$ cat src/rtl/hit_detector.sv
// Purpose: synchronise and debounce player buttons, then score presses against the lit hole.
// Latency: a raw press held from edge 0 gives a registered hit/miss pulse after edge DEBOUNCE_CYCLES+3.
// Backpressure: none; every input is sampled each cycle and the block never stalls.
module hit_detector #(
    parameter int NUM_HOLES       = 4,
    parameter int DEBOUNCE_CYCLES = 4
) (
    input  logic                         clk,
    input  logic                         reset,
    input  logic [NUM_HOLES-1:0]         btn,
    input  logic                         game_active,
    input  logic                         mole_new,
    input  logic [NUM_HOLES-1:0]         mole_onehot,
    output logic                         hit,
    output logic                         miss,
    output logic                         enable_score,
    output logic [$clog2(NUM_HOLES)-1:0] hit_hole
);

    localparam int IDX_W = $clog2(NUM_HOLES);
    // Counter only has to reach DEBOUNCE_CYCLES-1; the accepting cycle clears it.
    localparam int CNT_W = (DEBOUNCE_CYCLES > 1) ? $clog2(DEBOUNCE_CYCLES) : 1;
    localparam logic [CNT_W-1:0] CNT_LAST = CNT_W'(DEBOUNCE_CYCLES - 1);

    typedef enum logic [1:0] {
        IDLE   = 2'd0,
        ARMED  = 2'd1,
        LOCKED = 2'd2
    } state_t;

    logic [NUM_HOLES-1:0] sync1;
    logic [NUM_HOLES-1:0] sync2;
    logic [NUM_HOLES-1:0] deb;
    logic [NUM_HOLES-1:0] deb_prev;
    logic [NUM_HOLES-1:0] press;
    logic [CNT_W-1:0]     cnt [NUM_HOLES];
    logic [NUM_HOLES-1:0] target;
    state_t               state;

    logic                 one_event;
    logic                 on_target;
    logic [IDX_W-1:0]     press_idx;

    // Two-flop synchroniser on the raw asynchronous buttons.
    always_ff @(posedge clk) begin
        if (!reset) begin
            sync1 <= '0;
            sync2 <= '0;
        end else begin
            sync1 <= btn;
            sync2 <= sync1;
        end
    end

    // Per-button debouncer: accept a new level only after it differs for DEBOUNCE_CYCLES samples in a row.
    always_ff @(posedge clk) begin
        if (!reset) begin
            deb <= '0;
            for (int i = 0; i < NUM_HOLES; i++) begin
                cnt[i] <= '0;
            end
        end else begin
            for (int i = 0; i < NUM_HOLES; i++) begin
                if (sync2[i] == deb[i]) begin
                    cnt[i] <= '0;
                end else if (cnt[i] == CNT_LAST) begin
                    deb[i] <= sync2[i];
                    cnt[i] <= '0;
                end else begin
                    cnt[i] <= cnt[i] + 1'b1;
                end
            end
        end
    end

    // Registered rising-edge detect on the debounced levels; releases produce nothing.
    always_ff @(posedge clk) begin
        if (!reset) begin
            deb_prev <= '0;
            press    <= '0;
        end else begin
            deb_prev <= deb;
            press    <= deb & ~deb_prev;
        end
    end

    // Classify this cycle's press events: single vs. mash, on-target, and the pressed index.
    always_comb begin
        press_idx = '0;
        for (int i = 0; i < NUM_HOLES; i++) begin
            if (press[i]) begin
                press_idx = IDX_W'(i);
            end
        end
        one_event = (press != '0) && ((press & (press - 1'b1)) == '0);
        on_target = |(press & target);
    end

    // Appearance FSM with registered strobes; inactive game, then a new mole, take priority over presses.
    always_ff @(posedge clk) begin
        if (!reset) begin
            state        <= IDLE;
            target       <= '0;
            hit          <= 1'b0;
            miss         <= 1'b0;
            enable_score <= 1'b0;
            hit_hole     <= '0;
        end else begin
            hit  <= 1'b0;
            miss <= 1'b0;
            if (!game_active) begin
                state        <= IDLE;
                target       <= '0;
                enable_score <= 1'b0;
            end else if (mole_new) begin
                target <= mole_onehot;
                if (mole_onehot != '0) begin
                    state        <= ARMED;
                    enable_score <= 1'b1;
                end else begin
                    state        <= IDLE;
                    enable_score <= 1'b0;
                end
            end else begin
                case (state)
                    ARMED: begin
                        if (one_event && on_target) begin
                            hit          <= 1'b1;
                            hit_hole     <= press_idx;
                            state        <= LOCKED;
                            enable_score <= 1'b0;
                        end else if (press != '0) begin
                            // Wrong hole, or several holes in one cycle (anti-mash).
                            miss <= 1'b1;
                        end
                    end
                    LOCKED: begin
                        enable_score <= 1'b0;
                    end
                    default: begin
                        state        <= IDLE;
                        enable_score <= 1'b0;
                    end
                endcase
            end
        end
    end

endmodule

$ cat config.mk
export PLATFORM = sky130hd
export DESIGN_NAME = hit_detector
export DESIGN_NICKNAME = d
export VERILOG_FILES = /design/src/rtl/hit_detector.sv
export SDC_FILE = /design/constraint.sdc
export NUM_CORES = 1
export LEC_CHECK = 0
export ABC_CLOCK_PERIOD_IN_PS = 1300
export CAP_MARGIN = 20
export CORE_UTILIZATION = 40
export DETAILED_ROUTE_END_ITERATION = 12
export GPL_TIMING_DRIVEN = 0
export PLACE_DENSITY = 0.67
export SYNTH_ARGS = -nofsm -noshare
export SYNTH_HDL_FRONTEND = slang
export SYNTH_SLANG_ARGS = --single-unit
$ cat constraint.sdc
create_clock -name clk -period 1.3 [get_ports clk]
set_input_delay 0.26 -clock clk [delete_from_list [all_inputs] [get_ports clk]]
set_output_delay 0.26 -clock clk [all_outputs]
set_load 0.01 [all_outputs]
Word-level counts from Yosys, hierarchy flattened

Memories as Yosys holds them, arrays and structs flattened.
Cells that the tools add are included.

Register bits: 31
Memory bits (writable): 8
Input port bits: 12
Output and inout port bits: 5
Memories: 1

Add/sub/neg operators: 5
Equal/unequal tests: 12
Muxes and demuxes: 70
Bitwise logic cells: 24
Reduce and logical (&&, ||, !) cells: 15

Memory list:

| memory | words | bits a word | read ports | clocked after Yosys merged registers in | write ports | line | RTL |
|---|---|---|---|---|---|---|---|
| cnt    | 4     | 2           | 4          | 0                                       | 4           | 36   | `logic [CNT_W-1:0] cnt [NUM_HOLES];` |

Operators with widths:

| kind                                                               | count |
|---|---|
| 1-bit two-way mux                                                  | 53 |
| 2-bit two-way mux                                                  | 16 |
| 4-bit AND                                                          | 3 |
| 1-bit OR                                                           | 12 |
| 2-bit AND reduction                                                | 6 |
| 2-bit == test, second input constant                               | 5 |
| 2-bit by 1-bit adder with 2-bit output, second input constant      | 4 |
| 1-bit inverter                                                     | 8 |
| 4-bit nonzero test                                                 | 2 |
| 4-bit OR reduction                                                 | 2 |
| 5-bit OR reduction                                                 | 1 |
| 1-bit == test                                                      | 4 |
| 4-bit logical NOT                                                  | 1 |
| 4-bit inverter                                                     | 1 |
| 2-bit one-hot mux with 2 select lines                              | 1 |
| 4-bit AND reduction                                                | 1 |
| 4-bit by 1-bit subtractor with 4-bit output, second input constant | 1 |
| 3-bit inequality test, second input constant                       | 1 |
| 2-bit by 1-bit == test with 1-bit output, second input constant    | 1 |
| 1-bit logical AND                                                  | 2 |
| 2-bit inequality test, second input constant                       | 1 |

Longest topological paths before layout

Gate-level depths: netlist (run 1).

Word-level depth: 8
Gate-level depth with buffers: 4
Depth with buffers taken out: 4

Worst setup path after synthesis (run 1)

No wires, ideal clock.

Path type: register to register
From: register press[1]
To: register enable_score
Setup time: 0.116 ns
Data arrival time: 1.039 ns
Setup slack: 0.144 ns
Stages on the path, launching flop included: 5
Period minus slack after synthesis: 1.156 ns
Path through: dfxtp_1 > nor4b_1 > a221o_1 > nand2_1 > a41o_1

Cells in the longest elaborated chain, start to end: 6
Elaborated cells between the ends (all ways): 9
Those cells by class: add/sub (1); eq/ne (1); bitwise (2); reduce/logical (5)

Ends and longest elaborated chain:

| element                                     | line | RTL |
|---|---|---|
| start: declaration                          | 35   | `logic [NUM_HOLES-1:0] press;` |
| start signal: assignment                    | 83   | `press <= deb & ~deb_prev;` |
| 4-bit by 1-bit subtractor with 4-bit output | 95   | `one_event = (press != '0) && ((press & (press - 1'b1)) == '0);` |
| 4-bit AND                                   | 95   |  |
| 4-bit logical NOT                           | 95   |  |
| 1-bit logical AND                           | 95   |  |
| 1-bit logical AND *                         | 127  | `if (one_event && on_target) begin` |
| 3-bit inequality test (no source line) *    | n/a  |  |
| end signal: assignment                      | 106  | `enable_score <= 1'b0;` |
| end signal: assignment                      | 131  | `enable_score <= 1'b0;` |
| end signal: assignment                      | 138  | `enable_score <= 1'b0;` |
| end: declaration                            | 16   | `output logic enable_score,` |

Every way passes the cells marked *; elsewhere a longest branch is shown, timed or not.
A chain may end at the register's enable or synchronous reset.

Worst setup path in the final report (run 1)

From: register press[3]
To: register hit_hole[1]

Cells in the longest elaborated chain, start to end: 6
Elaborated cells between the ends (all ways): 10
Those cells by class: add/sub (1); mux (1); bitwise (2); reduce/logical (6)

Ends and longest elaborated chain:

| element                                     | line | RTL |
|---|---|---|
| 4-bit by 1-bit subtractor with 4-bit output | 95   |  |
| 4-bit AND                                   | 95   |  |
| 4-bit logical NOT                           | 95   |  |
| 1-bit logical AND                           | 95   |  |
| 1-bit logical AND                           | 127  |  |
| 4-bit AND reduction (no source line)        | n/a  |  |
| end signal: assignment                      | 129  | `hit_hole <= press_idx;` |
| end: declaration                            | 17   | `output logic [$clog2(NUM_HOLES)-1:0] hit_hole` |

Several ways; a longest one is shown, not always the timed one.

==> key figures, run 1 <==
Outcome
  • Status: complete, no violations

STA
  • Setup TNS: 0 ns
  • Max Clock Skew: 0.00778 ns
  • RSZ-0062 raised after global routing: true
  • Final period utilization: 0.976
  • Final setup fails: 0
  • Final min period: 1.27 ns
  • Hold Violations, Final: 0
  • Slew Viols, Final: 0
  • Fmax: 788 MHz

Yosys
  • Cell Area, Synth: 1440 um^2
  • Yosys reg bits: 39
  • Post-Synthesis Cells: about 120
  • Syn avg cell area: 11.8 um^2
  • Count of cell types in the netlist: 27
  • Seq/Total Area, Yosys: 0.600
  • Yosys warnings: 0

Finish
  • FF/Latch Area: 873 um^2
  • Final core occ: 0.519
  • Share of cells above drive strength 1: 0.151
  • Area of the multi-input gates: 606 um^2
  • FILL cells: a little over 300
  • NumNets Final: ~170
  • Area Growth Syn to Fin: 22.7%
  • Diode count: 0

Critical path
  • Crit-path max FO: 6
  • Worst R2R Start: press[3]$_SDFF_PN0_
  • WS Path Type: flop to flop
  • Critical Path Source Type: flop
  • Crit. Startpoint: press[3]$_SDFF_PN0_
  • Required time of the critical path: approximately 1.6 ns
  • Crit path arrival time: between 1.5 and 2 ns
  • Critical Path Sink Type: flop

Placed design
  • Hpwl dp: 1660 um
  • Final RePlAce weighted congestion: 0.811
  • Quantity of I/O buffers inserted on ports: 15

GRT
  • Grt total ovfl: 0
  • GRT Util Overall: 0.146
  • Vias in the first global route: approximately 910
  • First-pass GRT wire length: 3820 um
  • Largest net degree at the start of global routing: 13
  • Antenna violations before repair: 0

Clock tree
  • Htree depth: 2
  • CTS tree: yes
  • Longest Clk Path Bufs: 2
  • CTS buffer count: 5
  • # hold bufs at CTS: 0
  • Skew-Pair Late Insertion Delay: 0.34 ns
  • Clock Tree Root: clkbuf_4
  • Clock Sinks: 39
  • Clk slew on worst S/H paths: 0.12 ns

Drt
  • Post-DRT Antenna Nets: 0
  • Vias: between 900 and 1000
  • DR iter-0 viols: 14
  • Drt pass-1 iters: 4
  • Drt wl/cell: 11.7 um
  • Final Routed Wirelength: 2310 um
  • DR vias/cell: 4.86
  • DRC: 0

Die
  • Die W: 61.9 um
  • Die area: 3830 um^2
  • Initial Util: 0.423
  • Row Count: 21
  • Die H: 61.9 um
  • Ports: 17
  • Core box area: 3390 um^2

Power and ir drop
  • Max VDD drop: 0.000652 V
  • Leak pwr: 0.000739 uW
  • PD cells: 1130 nW/um^2

Worst hold path
  • Hold WC Path Type: primary input to flop
  • Worst hold start: mole_new

Run
  • Maxcap violations: 0
cells in the mapped netlist, drive strengths merged:
cell type | number | area, um^2
nor4 | 4 | 25.0
a31o | 1 | 8.76
or4bb | 1 | 11.3
clkbuf | 3 | 11.3
a21oi | 1 | 5.00
nor2b | 5 | 31.3
mux2i | 10 | 100
and4bb | 1 | 12.5
and4 | 1 | 8.76
inv | 2 | 7.51
nor4b | 5 | 43.8
dfxtp | 31 | 621
a22oi | 2 | 15.0
xor2 | 1 | 8.76
o21ai | 2 | 10.0
ha | 4 | 50.1
edfxtp | 8 | 240
and2 | 12 | 75.1
nor2 | 12 | 45.0
a41o | 1 | 10.0
nand2 | 6 | 22.5
nand3 | 1 | 10.0
a221o | 1 | 10.0
buf | 1 | 5.00
xnor2 | 4 | 35.0
o41ai | 1 | 8.76
conb | 1 | 3.75
registers in the layout, indices dropped and copies added (netlist names):
| register | count |
|---|---|
| cnt | 8 |
| deb | 4 |
| deb_prev | 4 |
| press | 4 |
| sync1 | 4 |
| sync2 | 4 |
| target | 4 |
| hit_hole | 2 |
| state | 2 |
| enable_score | 1 |
| hit | 1 |
| miss | 1 |
worst paths after layout:
kind,to,slack (ns),depth (start not counted)
setup / recovery,hit_hole[1]$_SDFFE_PN0P_,0.03,4
hold / removal,target[3]$_SDFFE_PN0P_,0.29,3
setup reg to reg,hit_hole[1]$_SDFFE_PN0P_,0.03,4
hold reg to reg,press[3]$_SDFF_PN0_,0.38,1
critical path, stage by stage (launching register included):
cell and delay (ns):
dfxtp_4 0.38, xor2_1 0.14, a221o_1 0.34, nand3_2 0.14, mux2i_1 0.19
metrics by stage:
| step | hold WS [ns] | area, um^2 | power (uW) | setup slack [ns] | cells |
|---|---|---|---|---|---|
| global placement | 0.374 | 1670 | 1420 | -0.470 | 190 |
| finish | 0.287 | 1760 | 1990 | 0.0315 | 198 |
| floorplan | 0.367 | 1460 | 1370 | 0.144 | 129 |
| CTS | 0.267 | 1730 | 2010 | 0.00268 | 198 |
| detailed placement | 0.375 | 1670 | 1430 | -0.470 | 190 |
| global route | 0.293 | 1760 | 2070 | -0.0219 | 198 |
report_power, final:
group          internal (uW)  switching (uW)
Sequential              1260            16.0
Clock                    201             384
Combinational           66.7            56.5
cells by family (layout without fill, tap and decap cells):
group                    Yosys count  after routing  share of synthesized area
adder cells (fa/ha/maj)            4              4                     0.0349
flip-flops                        39             39                      0.600
multiplexers                      10             10                     0.0697
XOR/XNOR                           5              5                     0.0305
other                              1              8                    0.00261
buffers and inverters              6             29                     0.0166
AND/OR/NAND/NOR                   48             48                      0.199
AO/OA/AOI/OAI                      9              9                     0.0471
routing by layer:
layer | wire length, um | GRT usage
met5 | 0 | 0
met4 | 53 | 0.0984
met3 | 80 | 0.0455
met2 | 1100 | 0.230
met1 | 1070 | 0.170
placed cells by master, fill, tap and decap left out, drive strengths merged, types with 2 or more instances in the layout:
cell / instances
dfxtp: 31
and2: 12
nor2: 12
mux2i: 10
clkdlybuf4s50: 10
edfxtp: 8
conb: 8
clkbuf: 8
nand2: 6
dlygate4sd2: 5
nor2b: 5
nor4b: 5
xnor2: 4
ha: 4
nor4: 4
clkinv: 3
o21ai: 2
a22oi: 2
inv: 2
timing repair:
item / CTS / global route
setup buffers: 0 / 0
endpoints found under the setup margin: 19 / 7
hold endpoints to repair: 0 / 0
resized for setup: 10 / 11
pin swaps: 0 / 2
area by class of cell:
class / instances / area share
flip-flops and latches: 39 / 0.496
multi-input cells: 84 / 0.344
repair buffers: 15 / 0.0817
well taps: 46 / 0.0327
clock buffers: 5 / 0.0213
plain buffers: 4 / 0.0114
clock inverters: 3 / 0.00853
inverters: 2 / 0.00426
Power figures use the tool's default switching activity.
==> run 2, diff against run 1 <==
- CORE_UTILIZATION: 40 -> 50
- PLACE_DENSITY: 0.67 -> 0.8
==> run 2 against run 1 <==
  * Sequential share of layout area is 0.32 points higher
  * Critical path depth stayed put
  * Cell count is 7.6% lower
  * Combinational power hardly changed
  * Sequential power hardly changed
  * Setup slack better by 0.015 ns
  * Die area is 19% lower
  * Wire length is 4.4% higher
  * Fmax is 1.2% higher
  * Power is 5.5% higher
  * Utilization is 12 points higher
  * Register-to-register slack hardly changed
==> key figures, run 2 (synthesis results as in run 1) <==
Outcome
  • Status: complete, no violations

Critical path
  • Crit-path max FO: 10 (+4)
  • Crit path arrival time: 1.41 ns (-0.13 ns)
  • Worst path cell trace: clkdlybuf4s50_1, inv_1, clkbuf_2, nor4_1
  • Cell family with most CP delay: buffers and inverters
  • Critical path's slowest cell: clkdlybuf4s50_1
  • Required time of the critical path: 1.46 ns (-0.11 ns)
  • Critical path buffers and inverters: 3 (+3)
  • WS Path Type: primary input to flop
  • Critical Path Source Type: primary input
  • Crit path largest cell delay: 0.48 ns (+0.10 ns)
  • Critical Path Sink Type: flop

Finish
  • Commonest cells after routing, fill and taps aside: 27 x dfxtp_1, 12 x and2_1, 12 x nor2_1
  • Area Growth Syn to Fin: 21.2%
  • Share of cells above drive strength 1: 0.118 (-0.0329)
  • Diode count: 0 (unchanged)
  • Commonest non-fill, non-tap cell in the layout: dfxtp_1
  • Area of the multi-input gates: 592 um^2 (-2.3%)
  • Flip-flop count of the largest register after layout: 8 (unchanged)
  • Most flops, register: cnt
  • FILL cells: 214 (-30%)
  • FF/Latch Area: 868 um^2 (-0.57%)
  • NumNets Final: 167 (unchanged)

STA
  • Final period utilization: 0.964 (-0.0115)
  • Final min period: 1.25 ns (-0.0150 ns)
  • Max Clock Skew: 0.00594 ns (-0.00184 ns)
  • Final setup fails: 0 (unchanged)
  • RSZ-0062 raised after global routing: true
  • Slew Viols, Final: 0 (unchanged)
  • Fmax: 798 MHz (+1.2%)
  • Worst hold slack: 0.281 ns (-0.00552 ns)
  • Hold Violations, Final: 0 (unchanged)

Clock tree
  • Longest Clk Path Bufs: 2 (unchanged)
  • Clock Tree Root: clkbuf_4
  • CTS tree: yes
  • Htree depth: 2 (unchanged)
  • Clk slew on worst S/H paths: 0.11 ns (about the same)
  • Skew-Pair Late Insertion Delay: 0.34 ns (about the same)
  • CTS buffer count: 5 (unchanged)
  • Clock Sinks: 39 (unchanged)

Drt
  • Post-DRT Antenna Nets: 0 (unchanged)
  • Final Routed Wirelength: 2410 um (+4.4%)
  • DR iter-0 viols: 21 (+7)
  • Drt wl/cell: 13.2 um (+13%)
  • Drt pass-1 iters: 4 (unchanged)
  • DRC: 0 (unchanged)
  • Vias: 937 (-2.6%)
  • DR vias/cell: 5.12 (+5.4%)

Die
  • Initial Util: 0.525 (+0.102)
  • Ports: 17 (unchanged)
  • Die W: 55.6 um (-10%)
  • Die area: 3090 um^2 (-19%)
  • Die H: 55.6 um (-10%)
  • Row Count: 19 (-9.5%)
  • Core box area: 2730 um^2 (-19%)

GRT
  • Grt total ovfl: 0 (unchanged)
  • Largest net degree at the start of global routing: 12 (-1)
  • GRT Util Overall: 0.168 (+0.0224)
  • Antenna violations before repair: 0 (unchanged)
  • First-pass GRT wire length: 3880 um (+1.8%)
  • Vias in the first global route: 881 (-3.0%)

Run
  • Maxcap violations: 0 (unchanged)

Power and ir drop
  • Design Power: 2100 uW (+5.5%)
  • PD cells: 1200 nW/um^2 (+6.8%)
  • Max VDD drop: 0.00108 V (+65%)
  • Leak pwr: 0.000740 uW (+0.11%)

Worst hold path
  • Hold WC Path Type: primary input to flop

Placed design
  • Quantity of I/O buffers inserted on ports: 15 (unchanged)
  • Final RePlAce weighted congestion: 0.767 (-5.4%)
  • Hpwl dp: 1710 um (+3.3%)
[run 2: cell count changes in the layout (fill, tap and decap cells not counted), moves of 2 or more]
| cell | previous run | this run |
|---|---|---|
| clkinv_2 | 3 | 0 |
| clkbuf_8 | 0 | 2 |
| dfxtp_4 | 3 | 1 |
| dfxtp_2 | 1 | 3 |
| nor4b_2 | 2 | 0 |
[run 2: area by class of cell]
type	instances	share of cell area
clock buffer	8	0.0396
inverter	2	0.00432
tap	31	0.0223
sequential	39	0.499
buffer	4	0.0115
multi-input combinational	84	0.340
timing repair buffer	15	0.0827
[run 2: repair_timing]
item / 4_1_cts / 5_1_grt
endpoints found under the setup margin: 17 / 7
setup buffers: 0 / 0
hold buffers: 0 / 0
gates resized for setup: 9 / 6
pin swaps: 0 / 3
[run 2: stage by stage]
step	utilization	cell area, um^2	setup slack [ns]	instances	setup TNS (ns)
CTS	0.630	1720	0.0247	183	0
finish	0.636	1740	0.0465	183	0
global placement	0.604	1650	-0.432	175	-8.40
floorplan	-	1460	0.144	129	0
global route	0.636	1740	-0.0284	183	-0.0718
detailed placement	0.604	1650	-0.464	175	-9.70
[run 2: worst paths after layout]
path | from | end | slack (ns) | cells after the start
setup reg to reg | press[3]$_SDFF_PN0_ | enable_score$_SDFFE_PN0P_ | 0.05 | 4
setup / recovery | reset | cnt[2][0]$_SDFFCE_PN0P_ | 0.05 | 4
hold reg to reg | deb_prev[0]$_SDFF_PN0_ | press[0]$_SDFF_PN0_ | 0.38 | 1
hold / removal | mole_new | target[0]$_SDFFE_PN0P_ | 0.28 | 3
[run 2: per-layer routing]
metal / vias up / GRT usage / wire length [um] / part of all wire
met4: 0 / 0.0750 / 53 / 0.022
met5: - / 0 / 0 / 0
met3: 6 / 0.0651 / 106 / 0.044
met2: 19 / 0.269 / 1150 / 0.48
met1: 433 / 0.202 / 1110 / 0.46
li1: 479 / - / - / -
[run 2: worst min-delay path, cell delays in order]
cell,delay (ns)
buf_2,0.17
mux2i_1,0.09
nor2_1,0.07
[run 2: power by group]
group,internal (uW),switching [uW]
clock network,318,376
registers,1260,16.4
logic,65.4,55.1
total,1650,447
==> run 3, diff against run 2 <==
- CTS_CLUSTER_SIZE: default -> 40
- DONT_BUFFER_PORTS: default -> 1
- PLACE_DENSITY: 0.8 -> 0.72
==> run 3 against run 2 <==
  * Critical path depth unchanged
  * Via count is 3.7% lower
  * Combinational power is 29% lower
  * Largest cell class unchanged
  * Largest power group unchanged
==> key figures, run 3 (synthesis results as in run 1) <==
Finish
  • Area Growth Syn to Fin: 9.33%
  • Diode count: 0 (unchanged)
  • Commonest non-fill, non-tap cell in the layout: dfxtp_1
  • FILL cells: 242 (+13%)
  • Post-route non-filler standard cell count: 168 (-8.2%)
  • Flip-flop count of the largest register after layout: 8 (unchanged)
  • NumNets Final: 152 (-9.0%)
  • Most flops, register: cnt
  • Commonest cells after routing, fill and taps aside: 28 x dfxtp_1, 12 x and2_1, 12 x nor2_1
  • Share of cells above drive strength 1: 0.0949 (-0.0235)

Drt
  • Post-DRT Antenna Nets: 0 (unchanged)
  • Final Routed Wirelength: 2210 um (-8.7%)
  • Met3 Wirelength: 139 um (+31%)
  • DR iter-0 viols: 17 (-19%)
  • Drt pass-1 iters: 4 (unchanged)
  • DRC: 0 (unchanged)
  • Vias: 902 (-3.7%)
  • Top routing layer in use: met4
  • DR vias/cell: 5.37 (+4.9%)
  • Met1 WL: 990 um (-10%)
  • WL met2: 1060 um (-8.0%)
  • Drt wl/cell: 13.1 um (-0.50%)

GRT
  • First-pass GRT wire length: 3730 um (-3.9%)
  • Antenna violations before repair: 0 (unchanged)
  • Largest net degree at the start of global routing: 12 (unchanged)
  • Vias in the first global route: 896 (+1.7%)
  • Grt total ovfl: 0 (unchanged)
  • GRT Util Overall: 0.163 (-0.00499)

Critical path
  • Worst R2R Start: press[1]$_SDFF_PN0_
  • Critical Path Sink Type: flop
  • Crit-path max FO: 4 (-6)
  • Cell family with most CP delay: compound AO/OA/AOI/OAI gates
  • WS Path Type: flop to flop
  • Reg-to-Reg End: hit_hole[1]$_SDFFE_PN0P_
  • Crit path largest cell delay: 0.38 ns (-0.10 ns)
  • Stages on worst setup path: 4 (unchanged)
  • Critical Path Source Type: flop
  • Worst path cell trace: nor2b_1, a221o_1, nand3_2, mux2i_1
  • Crit path to: hit_hole[1]$_SDFFE_PN0P_
  • Reg2reg setup slack: 0.02 ns (-0.02 ns)
  • Worst r2r path cells: 4 (unchanged)
  • Critical path buffers and inverters: 0 (-3)
  • Crit path arrival time: 1.55 ns (+0.14 ns)
  • Required time of the critical path: 1.58 ns (+0.12 ns)
  • Crit. Startpoint: press[1]$_SDFF_PN0_
  • Critical path's slowest cell: a221o_1

STA
  • Fmax: 783 MHz (-1.8%)
  • Hold Violations, Final: 0 (unchanged)
  • Slew Viols, Final: 0 (unchanged)
  • Slew @ Worst Pin: 0.513 ns
  • Setup slack after layout: 0.0232 ns (-0.0233 ns)
  • RSZ-0062 raised after global routing: true
  • Max_slew headroom: 0.658
  • Max Clock Skew: 0.00836 ns (+0.00241 ns)
  • Final min period: 1.28 ns (+0.0233 ns)
  • Final setup fails: 0 (unchanged)
  • Final period utilization: 0.982 (+0.0179)

Placed design
  • Placed cells: 160 (-8.6%)
  • Quantity of I/O buffers inserted on ports: 0 (-15)
  • Place WS: 0.0301 ns (+0.494 ns)
  • Final RePlAce weighted congestion: 0.719 (-6.3%)
  • Hpwl dp: 1590 um (-7.0%)

Die
  • Die H: 55.6 um (unchanged)
  • Initial Util: 0.525 (unchanged)
  • Die area: 3090 um^2 (unchanged)
  • Die W: 55.6 um (unchanged)
  • Ports: 17 (unchanged)
  • Core box area: 2730 um^2 (unchanged)
  • Row Count: 19 (unchanged)

Clock tree
  • CTS tree: yes
  • Clock Sinks: 39 (unchanged)
  • Clock Tree Root: clkbuf_4
  • Longest Clk Path Bufs: 2 (unchanged)
  • Skew-Pair Late Insertion Delay: 0.33 ns (about the same)
  • CTS buffer count: 5 (unchanged)
  • Clk slew on worst S/H paths: 0.11 ns (about the same)
  • Htree depth: 2 (unchanged)

Power and ir drop
  • Design Power: 1940 uW (-7.2%)
  • PD cells: 1240 nW/um^2 (+2.8%)
  • Leak pwr: 0.000642 uW (-13%)
  • Max VDD drop: 0.000795 V (-26%)

Outcome
  • Status: complete, no violations

Worst hold path
  • Hold WC Path Type: primary input to flop

Run
  • Maxcap violations: 0 (unchanged)
run 3: changes by cell type in the layout (fill, tap and decap cells not counted):
cell / delta
dfxtp_4: -1
clkbuf_8: -2
clkbuf_2: -3
clkdlybuf4s50_1: -10
clkbuf_1: +4
dlygate4sd2_1: -5
dfxtp_1: +1
clkinv_2: +1
run 3: stage by stage:
step / hold WS, ns / TNS [ns] / instance area, um^2 / utilization
6_report: 0.0404 / 0 / 1570 / 0.574
2_1_floorplan: 0.367 / 0 / 1460 / -
3_5_place_dp: 0.374 / 0 / 1500 / 0.549
5_1_grt: 0.0117 / -0.235 / 1570 / 0.574
4_1_cts: 0.0264 / 0 / 1550 / 0.567
3_3_place_gp: 0.374 / 0 / 1500 / 0.549
run 3: routing by layer:
| layer | vias to the layer above | track usage |
|---|---|---|
| met2 | 20 | 0.256 |
| met4 | 0 | 0.0857 |
| met5 | - | 0 |
| met3 | 2 | 0.0814 |
| met1 | 430 | 0.182 |
| li1 | 450 | - |
run 3: worst register-to-register path, cell delays in order, from the launching register on:
cell and delay [ns]:
dfxtp_2 0.36, nor2b_1 0.14, a221o_1 0.38, nand3_2 0.14, mux2i_1 0.19
run 3: report_power, final:
part	internal, uW	total (uW)	switching, uW	leakage, uW
Combinational	37.4	84.8	47.3	0.000276
Clock	211	576	365	0.0000293
Sequential	1270	1280	16.4	0.000336
Total	1510	1940	429	0.000642
run 3: how the worst min path moves through the flow:
stage / slack, ns / endpoint / cells past startpoint / start
final: 0.04 / sync1[0]$_SDFF_PN0_ / 1 / btn[0]
after global routing: 0.01 / sync1[3]$_SDFF_PN0_ / 1 / btn[3]
after CTS: 0.03 / sync1[0]$_SDFF_PN0_ / 1 / btn[0]
after detailed placement: 0.37 / press[3]$_SDFF_PN0_ / 1 / deb_prev[3]$_SDFF_PN0_
after global placement: 0.37 / press[2]$_SDFF_PN0_ / 1 / deb_prev[2]$_SDFF_PN0_
after floorplan: 0.37 / press[0]$_SDFF_PN0_ / 1 / deb_prev[0]$_SDFF_PN0_
run 3: final cells by class:
class                      count  area [um^2]  area share
clock inverter                 1         5.00     0.00319
sequential                    39          865       0.551
inverter                       2         7.51     0.00478
tap                           31         38.8      0.0247
clock buffer                   7         45.0      0.0287
multi-input combinational     84          592       0.377
buffer                         4         16.3      0.0104
run 3: what timing repair did:
item                                    4_1_cts  5_1_grt
hold buffers                                  0        0
buffers inserted                              0        0
endpoints found under the setup margin        0        7
resized for setup                             0        5
